--- src/rtl/adc_seq_pkg.sv ---
// Shared definitions for the sensor acquisition sequencer: state codes,
// sensor indices and the mask scan helper used when picking the next sensor.
package adc_seq_pkg;

  localparam int NUM_SENSORS = 3;

  localparam logic [1:0] TEMP  = 2'd0;
  localparam logic [1:0] SENS1 = 2'd1;
  localparam logic [1:0] SENS2 = 2'd2;

  typedef logic [2:0] state_t;

  localparam logic [2:0] ST_IDLE  = 3'd0;
  localparam logic [2:0] ST_POWER = 3'd1;
  localparam logic [2:0] ST_START = 3'd2;
  localparam logic [2:0] ST_WAIT  = 3'd3;
  localparam logic [2:0] ST_ACCUM = 3'd4;
  localparam logic [2:0] ST_EMIT  = 3'd5;
  localparam logic [2:0] ST_NEXT  = 3'd6;

  typedef struct packed {
    logic       found;
    logic [1:0] idx;
  } sel_t;

  // Lowest set bit of mask at or above index from (descending scan so the
  // lowest qualifying bit is the last one written).
  function automatic sel_t lowest_set_from(input logic [NUM_SENSORS-1:0] mask,
                                           input logic [2:0] from);
    sel_t r;
    r.found = 1'b0;
    r.idx   = 2'd0;
    for (int i = NUM_SENSORS - 1; i >= 0; i--) begin
      if (mask[i] && (i >= int'(from))) begin
        r.found = 1'b1;
        r.idx   = 2'(i);
      end
    end
    return r;
  endfunction

endpackage

--- src/rtl/adc_sample_seq_if.sv ---
// Analog-side bundle between the sequencer and the SAR ADC / sensor power switches.
interface adc_sample_seq_if;
  import adc_seq_pkg::*;

  // adc_start is a single-cycle request; the ADC answers later by raising
  // adc_eoc (level) with adc_dout valid in every cycle adc_eoc is high.
  // No backpressure: the sequencer only looks at adc_eoc while waiting.
  logic                   adc_start;
  logic [1:0]             adc_mux_sel;
  logic [NUM_SENSORS-1:0] sens_pwr;
  logic                   adc_eoc;
  logic [7:0]             adc_dout;

  modport master (
    output adc_start,
    output adc_mux_sel,
    output sens_pwr,
    input  adc_eoc,
    input  adc_dout
  );

  modport slave (
    input  adc_start,
    input  adc_mux_sel,
    input  sens_pwr,
    output adc_eoc,
    output adc_dout
  );

endinterface

--- src/rtl/adc_avg_accum.sv ---
// Conversion accumulator: sums 2^AVG_SHIFT samples and presents the truncated mean.
module adc_avg_accum #(
  parameter int AVG_SHIFT = 2
) (
  input  logic       clk,
  input  logic       reset,
  input  logic       add_en,
  input  logic [7:0] add_val,
  input  logic       clr,
  output logic       full,
  output logic [7:0] avg
);

  localparam int AW = 8 + AVG_SHIFT;
  localparam int CW = AVG_SHIFT + 1;

  logic [AW-1:0] acc;
  logic [CW-1:0] count;

  always_ff @(posedge clk) begin
    if (!reset || clr) begin
      acc   <= '0;
      count <= '0;
    end else if (add_en) begin
      acc   <= acc + AW'(add_val);
      count <= count + CW'(1);
    end
  end

  assign full = (count == CW'(1 << AVG_SHIFT));
  // The sum of 2^AVG_SHIFT bytes always fits, so the top byte is the mean.
  assign avg  = acc[AVG_SHIFT +: 8];

endmodule

--- src/rtl/adc_sample_seq.sv ---
// Sensor acquisition sequencer: powers each enabled sensor, runs averaged ADC
// conversions and hands one byte per sensor to the tag memory controller.
module adc_sample_seq
  import adc_seq_pkg::*;
#(
  parameter int SETTLE_CYCLES = 16,
  parameter int AVG_SHIFT     = 2,
  parameter int EOC_TIMEOUT   = 255
) (
  input  logic                   clk,
  input  logic                   reset,
  adc_sample_seq_if.master       adc,
  input  logic                   sample_req,
  input  logic [NUM_SENSORS-1:0] senscode,
  input  logic                   tx_enable,
  output logic [7:0]             ADC_data,
  output logic                   ADC_data_ready,
  output logic [1:0]             sensor_id,
  output logic                   busy,
  output logic                   round_done,
  output logic                   err_timeout,
  output logic [2:0]             fsm_state
);

  logic [2:0]             state_q;
  logic [NUM_SENSORS-1:0] mask_q;
  logic [1:0]             cur_q;
  logic [7:0]             settle_cnt;
  logic [7:0]             tmo_cnt;
  logic [7:0]             data_q;
  logic [1:0]             id_q;
  logic                   err_q;
  logic                   done_q;

  sel_t       first_sel;
  sel_t       next_sel;
  logic       powered;
  logic       start_fire;
  logic       emit_fire;
  logic       eoc_hit;
  logic       tmo_hit;
  logic       acc_full;
  logic [7:0] acc_avg;

  assign first_sel = lowest_set_from(senscode, 3'd0);
  assign next_sel  = lowest_set_from(mask_q, {1'b0, cur_q} + 3'd1);

  assign powered = (state_q == ST_POWER) || (state_q == ST_START) ||
                   (state_q == ST_WAIT)  || (state_q == ST_ACCUM) ||
                   (state_q == ST_EMIT);

  // tx_enable gates the pulses combinationally so a same-cycle rise defers them.
  assign start_fire = (state_q == ST_START) && !tx_enable;
  assign emit_fire  = (state_q == ST_EMIT)  && !tx_enable;
  assign eoc_hit    = (state_q == ST_WAIT)  && adc.adc_eoc;
  assign tmo_hit    = (state_q == ST_WAIT)  && !adc.adc_eoc &&
                      (tmo_cnt == 8'(EOC_TIMEOUT - 1));

  adc_avg_accum #(
    .AVG_SHIFT (AVG_SHIFT)
  ) u_accum (
    .clk     (clk),
    .reset   (reset),
    .add_en  (eoc_hit || tmo_hit),
    .add_val (eoc_hit ? adc.adc_dout : 8'h00),
    .clr     (emit_fire || (state_q == ST_IDLE)),
    .full    (acc_full),
    .avg     (acc_avg)
  );

  always_ff @(posedge clk) begin
    if (!reset) begin
      state_q    <= ST_IDLE;
      mask_q     <= '0;
      cur_q      <= 2'd0;
      settle_cnt <= 8'd0;
      tmo_cnt    <= 8'd0;
      data_q     <= 8'h00;
      id_q       <= 2'd0;
      err_q      <= 1'b0;
      done_q     <= 1'b0;
    end else begin
      done_q <= 1'b0;
      if (emit_fire) begin
        data_q <= acc_avg;
        id_q   <= cur_q;
      end
      case (state_q)
        ST_IDLE: begin
          if (sample_req) begin
            mask_q     <= senscode;
            err_q      <= 1'b0;
            cur_q      <= first_sel.idx;
            settle_cnt <= 8'd0;
            if (first_sel.found) state_q <= ST_POWER;
            else                 done_q  <= 1'b1;
          end
        end
        ST_POWER: begin
          if (settle_cnt == 8'(SETTLE_CYCLES - 1)) state_q <= ST_START;
          else settle_cnt <= settle_cnt + 8'd1;
        end
        ST_START: begin
          if (start_fire) begin
            tmo_cnt <= 8'd0;
            state_q <= ST_WAIT;
          end
        end
        ST_WAIT: begin
          // A real end-of-conversion beats a timeout landing in the same cycle.
          if (eoc_hit) begin
            state_q <= ST_ACCUM;
          end else if (tmo_hit) begin
            err_q   <= 1'b1;
            state_q <= ST_ACCUM;
          end else begin
            tmo_cnt <= tmo_cnt + 8'd1;
          end
        end
        ST_ACCUM: begin
          state_q <= acc_full ? ST_EMIT : ST_START;
        end
        ST_EMIT: begin
          if (emit_fire) state_q <= ST_NEXT;
        end
        ST_NEXT: begin
          if (next_sel.found) begin
            cur_q      <= next_sel.idx;
            settle_cnt <= 8'd0;
            state_q    <= ST_POWER;
          end else begin
            done_q  <= 1'b1;
            state_q <= ST_IDLE;
          end
        end
        default: state_q <= ST_IDLE;
      endcase
    end
  end

  assign adc.adc_start   = start_fire;
  assign adc.sens_pwr    = powered ? (NUM_SENSORS'(1) << cur_q) : '0;
  assign adc.adc_mux_sel = powered ? cur_q : 2'd0;

  // Bypass during the emit cycle so the data is valid alongside the ready pulse.
  assign ADC_data       = emit_fire ? acc_avg : data_q;
  assign sensor_id      = emit_fire ? cur_q : id_q;
  assign ADC_data_ready = emit_fire;
  assign busy           = (state_q != ST_IDLE);
  assign round_done     = done_q;
  assign err_timeout    = err_q;
  assign fsm_state      = state_q;

endmodule

--- src/flat_wrapper.sv ---
// flat-port wrapper written by rule: the top's interface ports become plain ports
module adc_sample_seq_flat import adc_seq_pkg::*;
#(
  parameter int SETTLE_CYCLES = 16,
  parameter int AVG_SHIFT     = 2,
  parameter int EOC_TIMEOUT   = 255
)
  (clk, reset, sample_req, senscode, tx_enable, ADC_data, ADC_data_ready, sensor_id, busy, round_done, err_timeout, fsm_state, adc_adc_start, adc_adc_mux_sel, adc_sens_pwr, adc_adc_eoc, adc_adc_dout);
  adc_sample_seq_if adc_i ();
  input  logic clk;
  input  logic reset;
  input  logic sample_req;
  input  logic [NUM_SENSORS-1:0] senscode;
  input  logic tx_enable;
  output logic [7:0] ADC_data;
  output logic ADC_data_ready;
  output logic [1:0] sensor_id;
  output logic busy;
  output logic round_done;
  output logic err_timeout;
  output logic [2:0] fsm_state;
  output wire logic [$bits(adc_i.adc_start)-1:0] adc_adc_start;
  output wire logic [$bits(adc_i.adc_mux_sel)-1:0] adc_adc_mux_sel;
  output wire logic [$bits(adc_i.sens_pwr)-1:0] adc_sens_pwr;
  input wire logic [$bits(adc_i.adc_eoc)-1:0] adc_adc_eoc;
  input wire logic [$bits(adc_i.adc_dout)-1:0] adc_adc_dout;
  assign adc_adc_start = adc_i.adc_start;
  assign adc_adc_mux_sel = adc_i.adc_mux_sel;
  assign adc_sens_pwr = adc_i.sens_pwr;
  assign adc_i.adc_eoc = adc_adc_eoc;
  assign adc_i.adc_dout = adc_adc_dout;
  adc_sample_seq #(.SETTLE_CYCLES(SETTLE_CYCLES), .AVG_SHIFT(AVG_SHIFT), .EOC_TIMEOUT(EOC_TIMEOUT)) u_core (.clk(clk), .reset(reset), .adc(adc_i), .sample_req(sample_req), .senscode(senscode), .tx_enable(tx_enable), .ADC_data(ADC_data), .ADC_data_ready(ADC_data_ready), .sensor_id(sensor_id), .busy(busy), .round_done(round_done), .err_timeout(err_timeout), .fsm_state(fsm_state));
endmodule
--- config.mk ---
export PLATFORM = sky130hd
export DESIGN_NAME = adc_sample_seq_flat
export DESIGN_NICKNAME = d
export VERILOG_FILES = /design/src/rtl/adc_seq_pkg.sv /design/src/rtl/adc_sample_seq_if.sv /design/src/rtl/adc_avg_accum.sv /design/src/rtl/adc_sample_seq.sv /design/src/flat_wrapper.sv
export SDC_FILE = /design/constraint.sdc
export NUM_CORES = 1
export LEC_CHECK = 0
export CORE_UTILIZATION = 49
export DETAILED_ROUTE_END_ITERATION = 8
export GPL_ROUTABILITY_DRIVEN = 0
export GPL_TIMING_DRIVEN = 0
export PLACE_DENSITY = 0.76
export SYNTH_ARGS = -nofsm -noshare
export SYNTH_HDL_FRONTEND = slang
export SYNTH_SLANG_ARGS = --single-unit
--- constraint.sdc ---
create_clock -name clk -period 2.8 [get_ports clk]
set_input_delay 0.56 -clock clk [delete_from_list [all_inputs] [get_ports clk]]
set_output_delay 0.56 -clock clk [all_outputs]
set_load 0.02 [all_outputs]
==> impl_metrics.ini, run 1 <==
[outcome]
status = finished, final reports clean

[power]
power_density_nw_per_um2 = 567.2
peakVddDrop_v = 0.0003438
power_mw = 1.914
cellLeakagePower_nw = 1.359

[min_path]
hold_path_class = reg2reg
hold_path_depth = 2

[setup_path]
crit_slowest_cell = dfxtp_2
endpoint_kind = output pin
startpoint = u_core.fsm_state[0]
endpoint = ADC_data[0]
crit_chain = inv_2, nor4b_4, buf_4, mux2_2, dlygate4sd2_1
cp.depth = 5
crit_path_max_incr_delay_ns = 0.42
reg2regPathDepth = 10
r2r_start = u_core.fsm_state[1]
critical_path_buf_inv_count = 3
crit_path_start_kind = flip-flop
r2r-end = u_core.u_accum.acc[8]
r2r_slack_ns = 0.13
cp_top_family = buffers and inverters
worstPathRequired_ns = 2.24
crit_fanout = 8
path_class = reg2out
critPathArrivalTime_ns = 2.13

[drt]
ant_nets = 0
dr.pass1.iters = 4
drtIter0Drc = 127
viasPerCell = 5.762
vias = 2547
wl_per_cell_um = 14.92
wl_um = 6593
drc_errors = 0

[finish]
multi_input_area_um2 = 1725
drive_gt1_frac = 0.1452
fill_cells = 462
num-nets-final = 402
fin_cells = 442
fin_area_um2 = 3374
syn_to_final_growth_pct = 24.23
ff_latch_area_um2 = 969.7
fin_util = 0.6443
n_antenna_cell = 0

[global_routing]
antenna_found_initial = 0
overflow = 0
grt_pass1_wl_um = 10900
met1_usage = 0.3085
grt_util_met3 = 0.03473
grtUsageTotal = 0.2300
busiest_layer = met2
grt_max_degree = 14
grt_pass1_vias = 2314
use_met2 = 0.3685

[yosys]
synth_top_area_share = 0.3538
yosys.cell_types.count = 50
avgSynthCellArea_um2 = 8.436
synth.largest_area_cell = dfxtp_1
syn-num-nets = 352
synth_edf_count = 0
yosysSeqAreaShare = 0.3538
ys_top_cells_by_area = dfxtp_1 35%, ha_1 6.0%, mux2_2 5.0%
synth_area_um2 = 2716
synth_ff_type = dfxtp_1
async_reset_ff_frac = 0
synth-seq-cells = 48
synth_warnings = 0
netlist_instances = 322

[cts]
cts_htree_levels = 2
clock_sinks = 48
clk_latency_ns = 0.31
clockRootBuffer = clkbuf_8
tritoncts = yes
clockBufferDepth = 2
cts-buffers-inserted = 5
cts.clk_slew.worst_paths_ns = 0.09

[die]
ios = 39
die_width_um = 76.46
row_count = 26
design.core.area_um2 = 5238
design.die.area_um2 = 5845
die_y_um = 76.46
start_util = 0.5186

[sta]
final_max_slew_viol_count = 0
min_period_ns = 2.695
rsz0062_at_grt = no
max_slew_margin = 0.5292
postLayoutSetupSlackWorst_ns = 0.1055
worst_slew_pin_slew_ns = 0.6997
setup_tns_ns = 0
finalSetupViolations = 0
finalCritPeriodShare = 0.9623
finalHoldViolations = 0
max_freq_ghz = 0.3711
holdWs_ns = 0.4652
skew_ns = 0.01155

[job]
cap_violations = 0

[placement]
dp_hpwl_um = 4509
io_buffers = 37
dpl-instance-area_um2 = 3177
pre_cts_ws_ns = -0.4949
dp.cells = 429
-- worst min path at each step --
stage | startpoint | end | slack, ns
final | u_core.u_accum.acc[0] | u_core.u_accum.acc[0] | 0.47
after global routing | u_core.u_accum.acc[4] | u_core.u_accum.acc[4] | 0.50
after CTS | u_core.u_accum.acc[0] | u_core.u_accum.acc[0] | 0.47
after detailed placement | u_core.u_accum.acc[0] | u_core.u_accum.acc[0] | 0.46
after global placement | u_core.u_accum.acc[0] | u_core.u_accum.acc[0] | 0.45
after floorplan | u_core.u_accum.acc[0] | u_core.u_accum.acc[0] | 0.44
-- cells in the mapped netlist (2+ instances only) --
master and instances:
ha_1 13, nor2b_1 3, a32oi_1 2, o21a_1 2
o21ai_0 14, dfxtp_1 48, mux2_2 12, nand3_1 12
nor2_1 33, and3_1 11, or3_1 5, a31oi_1 6
a21oi_1 24, nand3b_1 2, and4_1 2, nor4b_1 3
xor2_1 7, a21o_1 5, buf_2 7, buf_4 2
o31ai_1 2, nor4_1 2, and2_1 13, xnor2_1 5
o2111ai_1 2, inv_1 8, nor3_1 12, nand2_1 26
nand2b_1 5, a211oi_1 10, clkbuf_1 5
-- sequential cells by signal (all words and copies together) (netlist names) --
| signal | cells |
|---|---|
| u_core.u_accum.acc | 10 |
| u_core.data_q | 8 |
| u_core.settle_cnt | 8 |
| u_core.tmo_cnt | 8 |
| u_core.fsm_state | 3 |
| u_core.u_accum.count | 3 |
| u_core.cur_q | 2 |
| u_core.id_q | 2 |
| u_core.mask_q | 2 |
| u_core.err_timeout | 1 |
| u_core.round_done | 1 |
-- logic make-up (layout without fill, tap and decap cells) --
group	count (synthesis)	in the layout	synth area share
XOR/XNOR	12	12	0.03869
AND/OR/NAND/NOR	135	135	0.2626
multiplexers	13	13	0.05343
flip-flops	48	48	0.3538
adder cells (fa/ha/maj)	14	14	0.06725
buffers and inverters	23	73	0.03777
AO/OA/AOI/OAI	77	77	0.1866
-- tightest hold or removal path, delay by kind of cell, from the launching register on --
| kind | cells | cell delay [ns] |
|---|---|---|
| simple gates | 1 | 0.05 |
| flops | 1 | 0.32 |
| compound gates | 1 | 0.05 |
-- layout make-up --
class,instances,area share
clock buffer,6,0.02151
inverter,9,0.01001
sequential,48,0.2874
buffer,13,0.02113
multi-input combinational,251,0.5113
clock inverter,1,0.001483
tap,70,0.02595
timing repair buffer,44,0.1212
-- power breakdown --
part | leakage [nW] | switching (mW) | internal, mW
combinational | 0.928 | 0.439 | 0.296
clock | 0.0410 | 0.234 | 0.171
sequential | 0.389 | 0.0533 | 0.721
-- metal layers --
layer / routed length (um) / vias up
met1: 2984 / 1185
met2: 3094 / 89
met4: 125 / 0
met3: 389 / 14
met5: 0 / -
li1: - / 1259
-- placed cells by master (no fill, tap or decap), drive strengths merged, types with 12 or more instances in the layout --
| cell type | synthesis | final |
|---|---|---|
| nor2 | 33 | 33 |
| a21oi | 24 | 24 |
| ha | 13 | 13 |
| dfxtp | 48 | 48 |
| clkdlybuf4s50 | 0 | 25 |
| nand2 | 26 | 26 |
| buf | 9 | 16 |
| mux2 | 12 | 12 |
| nand3 | 12 | 12 |
| nor3 | 12 | 12 |
| and2 | 13 | 13 |
| o21ai | 15 | 15 |
-- repair_timing --
item	4_1_cts	5_1_grt
setup buffers	1	5
resized for setup	20	17
endpoints found under the setup margin	16	14
cloned	1	0
hold buffers	0	0
pin swaps	1	4
Power figures use the tool's default switching activity.
==> run 2, diff against run 1 <==
TNS_END_PERCENT = 5   (was not set)
==> impl_metrics.ini, run 2 (synthesis gave the netlist of run 1 again) <==
[sta]
holdWs_ns = 0.4639
max_slew_margin = 0.5390
final_max_slew_viol_count = 0
max_freq_ghz = 0.3601
worst_slew_pin_slew_ns = 0.6851
finalSetupViolations = 0
rsz0062_at_grt = yes
finalHoldViolations = 0
postLayoutSetupSlackWorst_ns = 0.02275
finalCritPeriodShare = 0.9919
min_period_ns = 2.777
skew_ns = 0.01101

[setup_path]
worstPathRequired_ns = 2.24
critPathArrivalTime_ns = 2.22
endpoint_kind = output pin
crit_path_start_kind = flip-flop
path_class = reg2out
crit_fanout = 7

[finish]
multi_input_area_um2 = 1705
largest_register_ffs = 10
layout_commonest_cell = dfxtp_1
n_antenna_cell = 0
syn_to_final_growth_pct = 23.49
fill_cells = 465
top_register = u_core.u_accum.acc
drive_gt1_frac = 0.1398
ff_latch_area_um2 = 969.7
most-common-layout-cells = 45 x dfxtp_1, 33 x nor2_1, 26 x nand2_1, 25 x clkdlybuf4s50_1, 24 x a21oi_1
num-nets-final = 402

[drt]
viasPerCell = 5.760
vias = 2546
drtIter0Drc = 145
ant_nets = 0
drc_errors = 0
dr.pass1.iters = 4
wl_um = 6565
wl_per_cell_um = 14.85

[global_routing]
grt_pass1_vias = 2314
grtUsageTotal = 0.2300
grt_max_degree = 14
overflow = 0
antenna_found_initial = 0
grt_pass1_wl_um = 10900

[power]
power_density_nw_per_um2 = 566.1
power_mw = 1.899
peakVddDrop_v = 0.0003305
cellLeakagePower_nw = 1.355

[die]
die_width_um = 76.46
start_util = 0.5186
row_count = 26
ios = 39
design.die.area_um2 = 5845
die_y_um = 76.46
design.core.area_um2 = 5238

[cts]
hold_buffers = 0
cts-buffers-inserted = 5
clockBufferDepth = 2
clk_latency_ns = 0.31
tritoncts = yes
cts_htree_levels = 2
clockRootBuffer = clkbuf_8
clock_sinks = 48
cts.clk_slew.worst_paths_ns = 0.09

[placement]
dp_hpwl_um = 4509
pre_cts_ws_ns = -0.4949
io_buffers = 37

[min_path]
hold_path_class = reg2reg

[job]
cap_violations = 0

[outcome]
status = finished, final reports clean
[run 2: metrics by stage]
stage / utilization / area, um^2 / setup TNS [ns] / instances
CTS: 0.6288 / 3293 / -0.06249 / 438
global route: 0.6405 / 3354 / -0.1243 / 442
global placement: 0.6065 / 3177 / -6.072 / 429
finish: 0.6405 / 3354 / 0 / 442
detailed placement: 0.6065 / 3177 / -6.170 / 429
floorplan: - / 2719 / 0 / 322
[run 2: worst paths after layout]
check                              from                     to  slack, ns  cells past startpoint
setup / recovery    u_core.fsm_state[1]        adc_sens_pwr[2]       0.02                      6
hold / removal    u_core.u_accum.acc[0]  u_core.u_accum.acc[0]       0.46                      2
hold reg to reg   u_core.u_accum.acc[0]  u_core.u_accum.acc[0]       0.46                      2
setup reg to reg    u_core.fsm_state[1]  u_core.u_accum.acc[8]       0.08                     10
[run 2: repair_timing]
item | in CTS | in global routing
setup endpoints to repair | 16 | 16
resized for setup | 19 | 14
pin swaps | 1 | 4
buffers inserted | 1 | 5
gates cloned | 1 | 0
[run 2: power breakdown]
group          internal (mW)  total [mW]  switching, mW
logic                  0.289       0.725          0.435
clock network          0.170       0.402          0.232
registers              0.721       0.772         0.0513
total                   1.18        1.90          0.718
[run 2: final cells by class]
type / instances / area share
buffer: 13 / 0.02126
tap: 70 / 0.02611
clock buffer: 6 / 0.02163
clock inverter: 1 / 0.001492
multi-input combinational: 251 / 0.5084
sequential: 48 / 0.2891
inverter: 9 / 0.01007
timing repair buffer: 44 / 0.1220
[run 2: critical path: stages (launching register included)]
cell	delay, ns
dfxtp_4	0.36
buf_4	0.16
nor3_2	0.39
inv_1	0.13
and3_1	0.20
and2_1	0.15
clkdlybuf4s50_1	0.52
[run 2: layer usage]
layer | part of all wire | global-route usage | wire [um]
met5 | 0 | 0 | 0
met4 | 0.021 | 0.09231 | 141
met3 | 0.040 | 0.03473 | 262
met2 | 0.46 | 0.3685 | 3031
met1 | 0.48 | 0.3085 | 3130
==> run 3, diff against run 2 <==
CAP_MARGIN = 20   (was not set)
CORE_ASPECT_RATIO = 0.5   (was not set)
==> impl_metrics.ini, run 3 (synthesis gave the netlist of run 1 again) <==
[finish]
fin_cells = 441
syn_to_final_growth_pct = 23.91
most-common-layout-cells = 45 x dfxtp_1, 33 x nor2_1, 26 x nand2_1, 26 x clkdlybuf4s50_1, 24 x a21oi_1
drive_gt1_frac = 0.1375
n_antenna_cell = 0
largest_register_ffs = 10
top_register = u_core.u_accum.acc
layout_commonest_cell = dfxtp_1
fin_util = 0.6555
num-nets-final = 400

[drt]
wl_per_cell_um = 15.11
wl_um = 6663
viasPerCell = 5.710
dr.pass1.iters = 4
vias = 2518
ant_nets = 0
drtIter0Drc = 208
drc_errors = 0

[sta]
max_freq_ghz = 0.3520
max_slew_margin = 0.5304
min_period_ns = 2.841
final_max_slew_viol_count = 0
finalHoldViolations = 0
worst_slew_pin_slew_ns = 0.6980
finalCritPeriodShare = 1.015
postLayoutSetupSlackWorst_ns = -0.04089
skew_ns = 0.01217
setup_tns_ns = -0.04089
rsz0062_at_grt = yes
finalSetupViolations = 1

[die]
design.die.area_um2 = 5864
ios = 39
start_util = 0.5290
row_count = 18
die_y_um = 54.65
die_width_um = 107.3
design.core.area_um2 = 5135

[cts]
clock_sinks = 48
hold_buffers = 0
clk_latency_ns = 0.31
clockRootBuffer = clkbuf_8
clockBufferDepth = 2
cts-buffers-inserted = 5
cts.clk_slew.worst_paths_ns = 0.10
tritoncts = yes
cts_htree_levels = 2

[outcome]
status = finished, violations left
violations = negative setup slack

[placement]
dp.cells = 429
pre_cts_ws_ns = -0.5150
io_buffers = 37
dp_hpwl_um = 4776

[setup_path]
crit_chain = clkdlybuf4s50_1, buf_2, and3_1, ha_1, fa_2, a211oi_2, nor2_1, o31ai_2, a211oi_2, mux2_2
cpMostUsedCell = a211oi_2
crit_fanout = 10
crit_path_start_kind = input port
endpoint_kind = flip-flop
path_class = in2reg
critical_path_buf_inv_count = 2
crit_path_max_incr_delay_ns = 0.41
crit_slowest_cell = clkdlybuf4s50_1
critPathArrivalTime_ns = 3.05
cp_top_family = compound AO/OA/AOI/OAI gates
worstPathRequired_ns = 3.01

[power]
peakVddDrop_v = 0.0003863
cellLeakagePower_nw = 1.345
power_mw = 2.012
power_density_nw_per_um2 = 597.8

[global_routing]
grt_pass1_wl_um = 10700
grt_max_degree = 16
grtUsageTotal = 0.2395
overflow = 0
grt_pass1_vias = 2297
antenna_found_initial = 0

[job]
cap_violations = 0

[min_path]
hold_path_class = reg2reg
[run 3: through the flow]
stage,hold slack (ns),instance area [um^2]
after floorplan,0.4406,2719
after global placement,0.4487,3177
after detailed placement,0.4561,3177
after CTS,0.4719,3323
after global routing,0.5003,3366
final,0.4695,3366
[run 3: worst paths after layout]
| path | startpoint | endpoint | slack [ns] | cells after the start |
|---|---|---|---|---|
| setup / recovery | adc_adc_eoc | u_core.u_accum.acc[8] | -0.04 | 10 |
| hold / removal | u_core.u_accum.acc[0] | u_core.u_accum.acc[0] | 0.47 | 2 |
| setup reg to reg | u_core.fsm_state[1] | u_core.u_accum.acc[8] | -0.03 | 10 |
| hold reg to reg | u_core.u_accum.acc[0] | u_core.u_accum.acc[0] | 0.47 | 2 |
[run 3: report_power, final]
part / leakage [nW] / switching (mW) / total (mW) / internal (mW)
clock network: 0.0541 / 0.251 / 0.515 / 0.265
registers: 0.389 / 0.0579 / 0.779 / 0.721
logic: 0.902 / 0.426 / 0.718 / 0.292
total: 1.35 / 0.735 / 2.01 / 1.28
[run 3: layout make-up]
cell class / count / area, um^2
Fill cell: 460 / 1769
Timing Repair Buffer: 42 / 394.1
Multi-Input combinational cell: 251 / 1700
Tap cell: 70 / 87.58
Sequential cell: 48 / 969.7
Buffer: 13 / 68.82
Clock buffer: 5 / 68.82
Inverter: 9 / 33.78
Clock inverter: 3 / 42.54
[run 3: timing repair]
action                     in CTS  in global routing
setup endpoints to repair      18                 16
gates resized for setup        21                  6
pin swaps                       0                  4
setup buffers                   1                  4
[run 3: worst reg2reg max path, stage by stage (launching register included)]
cell and delay (ns):
dfxtp_4 0.38, nor2b_2 0.17, and2_2 0.27, and3_1 0.21, ha_1 0.21, fa_2 0.38, a211oi_2 0.27, nor2_1 0.11
o31ai_2 0.32, a211oi_2 0.14, mux2_2 0.28
[run 3: metal layers]
metal | GRT usage | part of all wire
met1 | 0.3102 | 0.48
met2 | 0.4151 | 0.47
met3 | 0.05119 | 0.041
met4 | 0.06393 | 0.012
met5 | 0 | 0
